[src/rtl/seg_shift_receiver_pkg.sv]
// rtl/seg_shift_receiver_pkg.sv - shared segment-link encodings and frame constants
package seg_shift_receiver_pkg;

   typedef enum logic {
      HUNT = 1'b0,
      RECV = 1'b1
   } seg_rx_state_t;

   localparam int SEG_FRAME_BITS = 48;
   localparam int SEG_TIMEOUT    = 4096;

endpackage

[src/rtl/sync_rise.sv]
// rtl/sync_rise.sv - 2-FF synchroniser plus history flop with rising-edge detect
module sync_rise (
   input  logic clk_i,
   input  logic rst_ni,
   input  logic d_i,
   output logic level_o,
   output logic rise_o
);

   logic meta_q;
   logic sync_q;
   logic hist_q;

   always_ff @(posedge clk_i or negedge rst_ni) begin
      if (!rst_ni) begin
         meta_q <= 1'b0;
         sync_q <= 1'b0;
         hist_q <= 1'b0;
      end else begin
         meta_q <= d_i;
         sync_q <= meta_q;
         hist_q <= sync_q;
      end
   end

   assign level_o = sync_q;
   assign rise_o  = sync_q & ~hist_q;

endmodule

[src/rtl/seg_shift_receiver.sv]
// rtl/seg_shift_receiver.sv - receive side of the 595-style segment link with frame checking
module seg_shift_receiver
   import seg_shift_receiver_pkg::*;
#(
   parameter int WIDTH      = SEG_FRAME_BITS,
   parameter int INVERT_SER = 1,
   parameter int TIMEOUT    = SEG_TIMEOUT,
   parameter int ERRW       = 8
) (
   input  logic             eclk,
   input  logic             ereset_n,
   input  logic             sclk,
   input  logic             rclk,
   input  logic             ser,
   output logic [WIDTH-1:0] data_out,
   output logic             data_valid,
   output logic             frame_err,
   output logic [ERRW-1:0]  err_count,
   output logic             synced
);

   localparam int BW = $clog2(WIDTH + 2);
   localparam int IW = $clog2(TIMEOUT);
   localparam logic [BW-1:0] FULL_CNT = BW'(WIDTH);
   localparam logic [BW-1:0] SAT_CNT  = BW'(WIDTH + 1);
   localparam logic [IW-1:0] IDLE_MAX = IW'(TIMEOUT - 1);

   logic sclk_rise, rclk_rise, ser_s;
   logic unused_sclk_lvl, unused_rclk_lvl, unused_ser_rise;

   sync_rise u_sync_sclk (.clk_i(eclk), .rst_ni(ereset_n), .d_i(sclk),
                          .level_o(unused_sclk_lvl), .rise_o(sclk_rise));
   sync_rise u_sync_rclk (.clk_i(eclk), .rst_ni(ereset_n), .d_i(rclk),
                          .level_o(unused_rclk_lvl), .rise_o(rclk_rise));
   sync_rise u_sync_ser  (.clk_i(eclk), .rst_ni(ereset_n), .d_i(ser),
                          .level_o(ser_s), .rise_o(unused_ser_rise));

   seg_rx_state_t    state_q, state_d;
   logic [WIDTH-1:0] shreg_q, shreg_d;
   logic [BW-1:0]    bitcnt_q, bitcnt_d;
   logic [IW-1:0]    idle_q, idle_d;
   logic [WIDTH-1:0] data_q, data_d;
   logic             valid_q, valid_d;
   logic             ferr_q, ferr_d;
   logic [ERRW-1:0]  errcnt_q, errcnt_d;
   logic             synced_q, synced_d;

   always_comb begin
      state_d  = state_q;
      shreg_d  = shreg_q;
      bitcnt_d = bitcnt_q;
      data_d   = data_q;
      valid_d  = 1'b0;
      ferr_d   = 1'b0;
      errcnt_d = errcnt_q;
      synced_d = (state_q == RECV);
      idle_d   = (state_q == RECV && !sclk_rise) ? idle_q + 1'b1 : '0;

      if (sclk_rise) begin
         shreg_d = {shreg_q[WIDTH-2:0], ser_s};
         if (bitcnt_q != SAT_CNT) bitcnt_d = bitcnt_q + 1'b1;
      end

      // A coincident sclk rise latches the pre-shift word; its bit opens the next frame.
      if (rclk_rise) begin
         bitcnt_d = sclk_rise ? BW'(1) : '0;
         if (state_q == HUNT) begin
            state_d = RECV;
         end else if (bitcnt_q == FULL_CNT) begin
            data_d  = (INVERT_SER != 0) ? ~shreg_q : shreg_q;
            valid_d = 1'b1;
         end else begin
            ferr_d = 1'b1;
            if (errcnt_q != '1) errcnt_d = errcnt_q + 1'b1;
         end
      end else if (state_q == RECV && !sclk_rise && idle_q == IDLE_MAX) begin
         state_d  = HUNT;
         bitcnt_d = '0;
      end

      if (state_d != state_q) idle_d = '0;
   end

   always_ff @(posedge eclk or negedge ereset_n) begin
      if (!ereset_n) begin
         state_q  <= HUNT;
         shreg_q  <= '0;
         bitcnt_q <= '0;
         idle_q   <= '0;
         data_q   <= '0;
         valid_q  <= 1'b0;
         ferr_q   <= 1'b0;
         errcnt_q <= '0;
         synced_q <= 1'b0;
      end else begin
         state_q  <= state_d;
         shreg_q  <= shreg_d;
         bitcnt_q <= bitcnt_d;
         idle_q   <= idle_d;
         data_q   <= data_d;
         valid_q  <= valid_d;
         ferr_q   <= ferr_d;
         errcnt_q <= errcnt_d;
         synced_q <= synced_d;
      end
   end

   assign data_out   = data_q;
   assign data_valid = valid_q;
   assign frame_err  = ferr_q;
   assign err_count  = errcnt_q;
   assign synced     = synced_q;

endmodule

[config.mk]
export PLATFORM = sky130hd
export DESIGN_NAME = seg_shift_receiver
export DESIGN_NICKNAME = d
export VERILOG_FILES = /design/src/rtl/seg_shift_receiver_pkg.sv /design/src/rtl/sync_rise.sv /design/src/rtl/seg_shift_receiver.sv
export SDC_FILE = /design/constraint.sdc
export NUM_CORES = 1
export LEC_CHECK = 0
export CORE_UTILIZATION = 55
export DETAILED_ROUTE_END_ITERATION = 10
export PLACE_DENSITY = 0.79
export REMOVE_ABC_BUFFERS = 1
export SLEW_MARGIN = 20
export SYNTH_ARGS = -nofsm -noshare
export SYNTH_HDL_FRONTEND = slang
export SYNTH_SLANG_ARGS = --single-unit
[constraint.sdc]
create_clock -name eclk -period 2.2 [get_ports eclk]
set_clock_uncertainty 0.1 [all_clocks]
set_input_delay 0.66 -clock eclk [delete_from_list [all_inputs] [get_ports eclk]]
set_output_delay 0.66 -clock eclk [all_outputs]
set_load 0.005 [all_outputs]
# Yosys cells after proc, flatten, opt, wreduce, memory -nomap -nowiden
# Index checks and enable logic that the tools add are counted.
[op_classes]
n_addsub = 3
mul = 0
div_mod_pow = 0
magnitude_cmp = 0
n_eq_ne = 5
n_shift = 0
n_mux = 15
bitwise = 6
reduce_logical = 8
[op_table]
columns = ["operator", "n"]
rows = [
  ["$not 48->48", 1],
  ["$mux 12", 2],
  ["$mux 6", 4],
  ["$add 12x1->12 const B", 1],
  ["$eq 12x12->1 const B", 1],
  ["$mux 1", 9],
  ["$add 8x1->8 const B", 1],
  ["$ne 8x8->1 const B", 1],
  ["$add 6x1->6 const B", 1],
  ["$eq 6x6->1 const B", 1],
  ["$ne 6x6->1 const B", 1],
  ["$reduce_bool 3->1", 2],
  ["$reduce_and 4->1", 1],
  ["$not 1->1", 3],
  ["$reduce_and 3->1", 1],
  ["$and 1x1->1", 2],
  ["$logic_and 1x1->1", 2],
  ["$reduce_and 2->1", 1],
  ["$logic_not 1->1", 1],
  ["$ne 1x1->1", 1],
]
[word_totals]
reg_bits = 134
latch_bits = 0
ram_bits = 0
mem_bits_ro = 0
output_inout_bits = 59
elab_cells = 54
mem_count = 0

# Depth between registers and ports, before layout
# Gate-level depths: netlist of the first run.
[depth]
depth_word = 9
ltp_mapped = 7
depth_no_buf = 5

# By module
# A second synthesis of the first run with hierarchy kept.
[hier_totals]
cells_unflattened = 396
hier_area_um2 = 5104.9
[by_module_without_submodules]
columns = ["module", "n_inst", "cells_per_inst", "area_per_inst_um2", "seq_area_each_um2"]
rows = [
  ["seg_shift_receiver", 1, 384, 4838.4, 3153.0],
  ["sync_rise", 3, 4, 88.8, 75.1],
]

# Worst setup path after synthesis of the first run
# Ideal clock, no wire load.
[synth_path]
kind = "register -> register"
start = "reg idle_q[0]"
end = "reg bitcnt_q[1]"
setup_ps = 125
arrival_ps = 1394
setup_slack_ps = 582
stages_incl_launch_ff = 6
path_buffers = 0
period_less_slack_ps = 1618
cell_sequence = "dfrtp_1 -> ha_1 -> nand4_1 -> or3_1 -> o21ai_2 -> nor2_1"
[synth_via]
elab_chain_len = 4
word_cells_on_any_way = 7
cone_classes = "eq/ne: 1; mux: 2; reduce/logical: 4"
[synth_lines]
columns = ["element", "line_no", "text"]
rows = [
  ["from (decl)", "seg_shift_receiver.sv:41", "logic [IW-1:0] idle_q, idle_d;"],
  ["from (signal assigned)", "seg_shift_receiver.sv:99", "idle_q <= idle_d;"],
  ["$eq 12x12->1 *", "seg_shift_receiver.sv:76", "end else if (state_q == RECV && !sclk_rise && idle_q == IDLE_MAX) begin"],
  ["$logic_and 1x1->1 *", "seg_shift_receiver.sv:76", ""],
  ["$reduce_bool 3->1 (no source line) / $mux 6 (equally long branches)", "--", ""],
  ["$reduce_and 2->1 (no source line) / $mux 6 (equally long branches)", "--", ""],
  ["to (signal assigned)", "seg_shift_receiver.sv:98", "bitcnt_q <= bitcnt_d;"],
  ["to (decl)", "seg_shift_receiver.sv:40", "logic [BW-1:0] bitcnt_q, bitcnt_d;"],
]
# Every way passes the cells marked *; elsewhere a longest branch is shown, timed or not.
# A chain may end at the register's enable or synchronous reset.

# Worst setup path after layout of the first run
[layout_path]
start = "reg data_q[5] (netlist: data_out[5])"
end = "out data_out[5]"
[layout_rtl]
columns = ["element", "line_no", "text"]
rows = [
  ["from (decl)", "seg_shift_receiver.sv:42", "logic [WIDTH-1:0] data_q, data_d;"],
  ["from (signal assigned)", "seg_shift_receiver.sv:100", "data_q <= data_d;"],
  ["to (decl)", "seg_shift_receiver.sv:15", "output logic [WIDTH-1:0] data_out,"],
]
# No word-level cell between the ends.

==> flow_metrics.tcl, run 1 <==
set metrics [dict create \
    tightest_slew_ns 0.507 \
    cts_num_sinks 134 \
    syn_area_per_cell_um2 10.1 \
    via_per_inst 5.35 \
    port_buffers 63 \
    status "completed" \
    vias 3779 \
    io_pins 64 \
    hold_violations 0 \
    cp.arrival_ns 1.40 \
    final_cells 707 \
    ff2ff_path_depth 5 \
    min_from "u_sync_sclk.meta_q$_DFF_PN0_" \
    cp.required_ns 1.44 \
    core_mm2 0.00889 \
    postSynth.asyncResetShare 1.00 \
    slowest_delay_ns 0.51 \
    synth.most_common_cell "nand2_1" \
    grt_pass1_vias 3685 \
    cts_made_buffers 17 \
    ys_seq_area_frac 0.651 \
    grt_max_degree 50 \
    die_w_um 98.8 \
    cts_root_buf "clkbuf_8" \
    period_share 0.980 \
    antenna_found_initial 0 \
    synthTopCellsByCount "nand2_1 (199), dfrtp_1 (134), o21ai_1 (30), nor2_1 (21), o21ai_0 (21)" \
    place_inst 666 \
    drive_above_1_share 0.0952 \
    clkTransAtPathRegs_ns 0.06 \
    p_leak_uw 0.00328 \
    cts_buffer_depth 2 \
    syn2layout_area_growth_pct 29.0 \
    ys.flop_type "dfrtp_1" \
    htree_levels 4 \
    cpLargestDelayFamily "buffers and inverters" \
    cp_max_fo 2 \
    regArea_mm2 0.00335 \
    fin_nets 596 \
    place_ws_ns 0.375 \
    rows 34 \
    hold_depth 0 \
    overflow 0 \
    critPathKind "reg -> out" \
    mappedNetlistArea_mm2 0.00515 \
    start_kind "flip-flop" \
    ys_ff_latch 134 \
    power-per-cell-area_mw_per_mm2 950 \
    drv_cap 0 \
    grt_usage 0.228 \
    hold_class "reg -> reg" \
    final_util 0.747 \
    netlist_instances 508 \
    fmax_ghz 0.464 \
    maxSlewViolCount 0 \
    worstPathCellList "clkdlybuf4s50_1" \
    synthTopCellsByArea "dfrtp_1 (65%), nand2_1 (15%), o21ai_1 (2.9%)" \
    start_util 0.579 \
    cts_tree "built" \
    avgRoutedWirePerCell_um 14.3 \
    reg2reg_from "idle_q[0]$_DFF_PN0_" \
    die-area_mm2 0.00975 \
    netlist.area_leader.share 0.651 \
    cp_num_buf_inv 1 \
    slowest_stage "clkdlybuf4s50_1" \
    irDropWorstVdd_v 0.000652 \
    ys_types 34 \
    clk_latency_ns 0.51 \
    drt_iter0_drc 200 \
    antennaDiodeCount 0 \
    wl_um 10100 \
    setup_slack_ns 0.0448 \
    hold-path-endpoint "u_sync_sclk.level_o$_DFF_PN0_" \
    grt_pass1_wl_um 17300 \
    multi_input_area_mm2 0.00166 \
    fin_area_mm2 0.00664 \
    nFillCells 575 \
    min_period_ns 2.16 \
    drc 0 \
    tns_ns 0 \
    end_kind "output pin" \
    ff2ff_setup_slack_ns 0.29 \
    synth_edf_count 0 \
    place_area_mm2 0.00593 \
    setup_viol 0 \
    dpl.hpwl_um 6240 \
    reg2reg_to "state_q$_DFF_PN0_" \
    synth_top_area_cell "dfrtp_1" \
    die_y_um 98.8 \
    ant_nets 0 \
    place_congestion 0.778 \
    relSlewSlack 0.661 \
    first_pass_iters 4 \
    synth_warnings 0 \
]
==> routing by layer <==
metal  global-route usage  part of all wire  wire [µm]  vias to the layer above
met5                    0                 0          0                        -
met4               0.0941             0.010        106                        0
met3               0.0496             0.037        377                       12
met2                0.379              0.52       5250                       95
met1                0.293              0.43       4390                     1870
li1                     -                 -          -                     1802
==> metrics by stage <==
stage,total power [µW],hold slack (ns)
4_1_cts,6330,0.258
3_3_place_gp,3240,0.234
2_1_floorplan,3010,0.231
6_report,6310,0.256
3_5_place_dp,3270,0.236
5_1_grt,6530,0.267
==> worst max-delay path by stage <==
stage,start,endpoint,slack (ns),cells past startpoint
final,data_out[5]$_DFFE_PN0P_,data_out[5],0.04,1
after global placement,bitcnt_q[2]$_DFFE_PN0P_,data_out[6]$_DFFE_PN0P_,0.44,6
after global routing,err_count[6]$_DFFE_PN0P_,err_count[6],-0.004,1
after detailed placement,bitcnt_q[2]$_DFFE_PN0P_,data_out[13]$_DFFE_PN0P_,0.37,6
after CTS,err_count[6]$_DFFE_PN0P_,err_count[6],0.004,1
after floorplan,u_sync_sclk.level_o$_DFF_PN0_,bitcnt_q[3]$_DFFE_PN0P_,-0.65,4
==> kinds of logic after synthesis <==
family                   count (synthesis)  synth area share
flip-flops                             134             0.651
XOR/XNOR                                19            0.0323
adder cells (fa/ha/maj)                  5            0.0122
buffers and inverters                   30            0.0289
AND/OR/NAND/NOR                        257             0.207
multiplexers                             3           0.00632
AO/OA/AOI/OAI                           60            0.0620
==> area by class of cell <==
type / instances / area share
multi-input cells: 344 / 0.249
well taps: 108 / 0.0204
flip-flops and latches: 134 / 0.505
inverters: 7 / 0.00396
clock buffers: 22 / 0.0712
clock inverters: 10 / 0.0251
repair buffers: 82 / 0.125
==> registers in the layout, summed over array words and instances (netlist names) <==
name and flops:
u_sync_rclk.level_o 1, err_count 8, shreg_q 48, state_q 1, synced 1, u_sync_sclk.hist_q 1
frame_err 1, u_sync_rclk.hist_q 1, bitcnt_q 6, idle_q 12, u_sync_rclk.meta_q 1, u_sync_sclk.level_o 1
u_sync_ser.level_o 1, data_valid 1, data_out 48, u_sync_sclk.meta_q 1, u_sync_ser.meta_q 1
==> where the power goes <==
part           switching, µW  total, µW  internal (µW)
combinational            284        564            280
clock                   1030       3000           1970
sequential               124       2740           2620
total                   1440       6310           4870
==> layout by cell type (no fill, tap or decap), types with 2 or more instances in the layout <==
master	instances
and3_1	3
buf_4	14
bufinv_16	4
buf_12	4
a21oi_1	3
clkbuf_16	16
clkbuf_8	5
nand3b_1	2
xor2_1	5
inv_1	7
inv_6	2
nor4_1	3
nor2_1	21
o21ai_0	21
nand3_1	10
clkdlybuf4s50_1	61
mux2_2	2
nand2_1	199
o21ai_1	30
nor3_1	2
nand2b_1	2
nand4_1	8
dfrtp_1	134
a211oi_1	2
ha_1	5
clkinvlp_4	2
xnor2_1	14
==> what timing repair did <==
action | in CTS | in global routing
hold buffers | 1 | 0
hold endpoints to repair | 45 | 0
pin swaps | 0 | 0
setup buffers | 6 | 2
endpoints found under the setup margin | 6 | 3
gates resized for setup | 0 | 1
(Power assumes the default switching activity.)
==> run 2: changes to the inputs <==
Settings changed: CORE_UTILIZATION 55 to 45, PLACE_DENSITY 0.79 to 0.67, SKIP_LAST_GASP set to 1.
==> flow_metrics.tcl, run 2 (synthesized netlist as in run 1, its figures left out) <==
set metrics [dict create \
    die-area_mm2 0.0119 \
    status "completed" \
    hold_class "in -> async" \
    grt_max_degree 98 \
    grt_pass1_wl_um 15900 \
    place_congestion 0.783 \
    wl_um 9340 \
    die_w_um 109 \
    cts_root_buf "clkbuf_16" \
    highest_layer "met4" \
    vias 3548 \
    slowest_stage "clkdlybuf4s50_1" \
    fmax_ghz 0.471 \
    port_buffers 63 \
    cts_num_sinks 134 \
    die_y_um 109 \
    cpLargestDelayFamily "buffers and inverters" \
    drt_iter0_drc 208 \
    final_common_cell "nand2_1" \
    ff2ff_path_depth 5 \
    irDropWorstVdd_v 0.000348 \
    fin_nets 584 \
    slowest_delay_ns 0.54 \
    place_area_mm2 0.00595 \
    rows 38 \
    end_kind "output pin" \
    cts_made_buffers 17 \
    dr_wl_met3_um 357 \
    p_leak_uw 0.00315 \
    cp.arrival_ns 1.36 \
    clkTransAtPathRegs_ns 0.05 \
    cts.hold.buffers_added 0 \
    worstPathCellList "clkdlybuf4s50_1" \
    drc 0 \
    relSlewSlack 0.658 \
    setup_viol 0 \
    setup_slack_ns 0.0777 \
    io_pins 64 \
    wirelength_met1_um 4380 \
    ff2ff_setup_slack_ns 0.41 \
    start_util 0.469 \
    grt_setup_unrepaired "no" \
    grt_pass1_vias 3429 \
    cp_num_buf_inv 1 \
    cp.required_ns 1.44 \
    fin_area_mm2 0.00648 \
    drive_above_1_share 0.0752 \
    place_inst 695 \
    htree_levels 4 \
    power-per-cell-area_mw_per_mm2 889 \
    cts_buffer_depth 2 \
    cts_tree "built" \
    cts_setup_buffers 0 \
    met2_length_um 4470 \
    overflow 0 \
    tightest_slew_ns 0.513 \
    ant_nets 0 \
    antenna_found_initial 0 \
    hold_violations 0 \
    finalPower_uw 5770 \
    avgRoutedWirePerCell_um 12.9 \
    syn2layout_area_growth_pct 26.0 \
    dpl.hpwl_um 5990 \
    layout_common_cells "nand2_1 (199), dfrtp_1 (134), clkdlybuf4s50_1 (62)" \
    cts_resized 0 \
    via_per_inst 4.89 \
    cp_max_fo 6 \
    core_mm2 0.0110 \
    final_util 0.590 \
    antennaDiodeCount 0 \
    start_kind "flip-flop" \
    final_cells 725 \
    reg2reg_from "idle_q[0]$_DFF_PN0_" \
    maxSlewViolCount 0 \
    critPathKind "reg -> out" \
    grt_usage 0.175 \
    reg2reg_to "bitcnt_q[3]$_DFFE_PN0P_" \
    clk_latency_ns 0.40 \
    min_period_ns 2.12 \
    period_share 0.965 \
    drv_cap 0 \
    place_ws_ns 0.409 \
    first_pass_iters 4 \
]
-- run 2: cell types whose count changed in the layout (fill, tap and decap cells not counted), sizes merged, moves of 2 or more --
cell	delta
bufinv	-3
inv	-2
clkbuf	-2
buf	-11
clkinv	+4
-- run 2: worst max-delay path by stage --
stage                                              from                      end  slack (ns)  cells after the start
final                          err_count[2]$_DFFE_PN0P_             err_count[2]        0.08                      1
after global routing           err_count[2]$_DFFE_PN0P_             err_count[2]        0.02                      1
after CTS                      err_count[2]$_DFFE_PN0P_             err_count[2]        0.06                      1
after detailed placement            idle_q[0]$_DFF_PN0_  bitcnt_q[3]$_DFFE_PN0P_        0.41                      5
after global placement              idle_q[0]$_DFF_PN0_  bitcnt_q[4]$_DFFE_PN0P_        0.47                      5
after floorplan           u_sync_sclk.level_o$_DFF_PN0_  bitcnt_q[3]$_DFFE_PN0P_       -0.65                      4
-- run 2: through the flow --
| stage | hold WS, ns | TNS [ns] |
|---|---|---|
| 2_1_floorplan | 0.231 | -43.29 |
| 5_1_grt | 0.119 | 0 |
| 3_5_place_dp | 0.236 | 0 |
| 4_1_cts | 0.103 | 0 |
| 3_3_place_gp | 0.235 | 0 |
| 6_report | 0.0928 | 0 |
-- run 2: area by class of cell --
cell class                 count  area (µm²)
sequential                   134        3350
tap                          140         175
fill                         952        4500
inverter                       7        26.3
clock inverter                10        82.6
multi-input combinational    344        1660
timing repair buffer          70         734
clock buffer                  20         457
-- run 2: per-layer routing --
metal / GRT usage / up-vias
met5: 0 / -
li1: - / 1781
met4: 0.0714 / 0
met2: 0.277 / 55
met1: 0.223 / 1699
met3: 0.0538 / 13
-- run 2: where the power goes --
group | total (µW) | internal, µW | switching (µW)
combinational | 448 | 222 | 226
sequential | 2770 | 2620 | 153
clock | 2550 | 1580 | 964
==> run 3: changes to the inputs <==
Settings changed: CORE_UTILIZATION 45 to 40, DONT_BUFFER_PORTS set to 1, PLACE_DENSITY 0.67 to unset, SKIP_CTS_REPAIR_TIMING set to 1.
==> flow_metrics.tcl, run 3 (synthesized netlist as in run 1, its figures left out) <==
set metrics [dict create \
    first_pass_iters 4 \
    core_mm2 0.0126 \
    overflow 0 \
    die_w_um 115 \
    cts_tree "built" \
    grt_pass1_vias 3323 \
    ant_nets 0 \
    status "finished, violations left" \
    antennaDiodeCount 0 \
    layout_common_cells "nand2_1 (199), dfrtp_1 (134), o21ai_1 (30)" \
    nFillCells 1196 \
    relSlewSlack 0.665 \
    vias 3334 \
    irDropWorstVdd_v 0.000616 \
    drt_iter0_drc 227 \
    place_area_mm2 0.00529 \
    cp.arrival_ns 2.00 \
    hold_violations 134 \
    drv_cap 0 \
    cp.required_ns 2.39 \
    fin_nets 518 \
    final_common_cell "nand2_1" \
    avgRoutedWirePerCell_um 13.2 \
    rows 41 \
    cts_root_buf "clkbuf_16" \
    hold_ws_ns -0.162 \
    period_share 0.820 \
    antenna_found_initial 0 \
    grt_pass1_wl_um 15900 \
    maxSlewViolCount 0 \
    final_util 0.467 \
    end_kind "flip-flop" \
    clk_latency_ns 0.42 \
    cts_num_sinks 134 \
    die-area_mm2 0.0133 \
    fin_area_mm2 0.00587 \
    cts_buffer_depth 2 \
    grt_setup_unrepaired "no" \
    power-per-cell-area_mw_per_mm2 988 \
    fmax_ghz 0.554 \
    drive_above_1_share 0.0768 \
    grt_max_degree 135 \
    regArea_mm2 0.00335 \
    place_congestion 0.800 \
    start_kind "flip-flop" \
    start_util 0.410 \
    via_per_inst 4.81 \
    htree_levels 4 \
    p_leak_uw 0.00291 \
    port_buffers 0 \
    io_pins 64 \
    violations "hold timing" \
    multi_input_area_mm2 0.00166 \
    critPathKind "reg -> reg" \
    wl_um 9150 \
    tns_ns 0 \
    cp_max_fo 5 \
    setup_viol 0 \
    syn2layout_area_growth_pct 14.0 \
    hold_class "in -> async" \
    grt_usage 0.159 \
    tightest_slew_ns 0.502 \
    min_period_ns 1.80 \
    die_y_um 115 \
    cts_made_buffers 17 \
    drc 0 \
    clkTransAtPathRegs_ns 0.06 \
    dpl.hpwl_um 5570 \
]
[run 3: changes by cell type in the layout (fill, tap and decap cells not counted), sizes merged]
cell,before,now
clkbuf,20,21
clkdlybuf4s50,62,0
inv,7,8
clkinv,6,4
bufinv,1,2
buf,8,4
clkinvlp,3,4
[run 3: per-layer routing]
metal | up-vias | wire [µm] | track usage | share of wire
li1 | 1652 | - | - | -
met1 | 1609 | 4180 | 0.188 | 0.46
met2 | 62 | 4270 | 0.246 | 0.47
met3 | 11 | 596 | 0.0774 | 0.065
met4 | 0 | 104 | 0.0675 | 0.011
met5 | - | 0 | 0 | 0
[run 3: through the flow]
step	setup WS (ns)	total power [µW]	instances	hold slack (ns)
floorplan	-0.647	3010	485	0.231
detailed placement	0.395	3120	661	0.237
global placement	0.485	3090	661	0.237
global route	0.240	6080	693	-0.193
CTS	0.389	5890	693	-0.193
finish	0.396	5800	693	-0.162
[run 3: path summary, 6_finish.rpt]
check,startpoint,to,slack [ns],cells past startpoint
setup reg to reg,idle_q[0]$_DFF_PN0_,bitcnt_q[2]$_DFFE_PN0P_,0.40,5
hold / removal,ereset_n,data_out[36]$_DFFE_PN0P_,-0.16,0
hold reg to reg,u_sync_sclk.meta_q$_DFF_PN0_,u_sync_sclk.level_o$_DFF_PN0_,0.25,0
min in group eclk,rclk,u_sync_rclk.meta_q$_DFF_PN0_,0.17,0
max in group asynchronous,ereset_n,idle_q[5]$_DFF_PN0_,1.96,0
setup / recovery,idle_q[0]$_DFF_PN0_,bitcnt_q[2]$_DFFE_PN0P_,0.40,5
[run 3: power by group]
group          switching (µW)  internal, µW  total [µW]
registers                 169          2620        2790
logic                     159           129         288
clock network            1030          1700        2730
total                    1360          4440        5800
[run 3: critical path: stages (launching register included)]
cell     delay, ns
dfrtp_1       0.38
ha_1          0.22
nand4_1       0.21
or3_1         0.43
o21ai_2       0.24
nor2_1        0.10
[run 3: final cells by class]
cell class / count / area share
tap: 172 / 0.0367
clock inverter: 11 / 0.0215
timing repair buffer: 4 / 0.00725
clock buffer: 21 / 0.0767
sequential: 134 / 0.571
inverter: 7 / 0.00448
multi-input combinational: 344 / 0.282
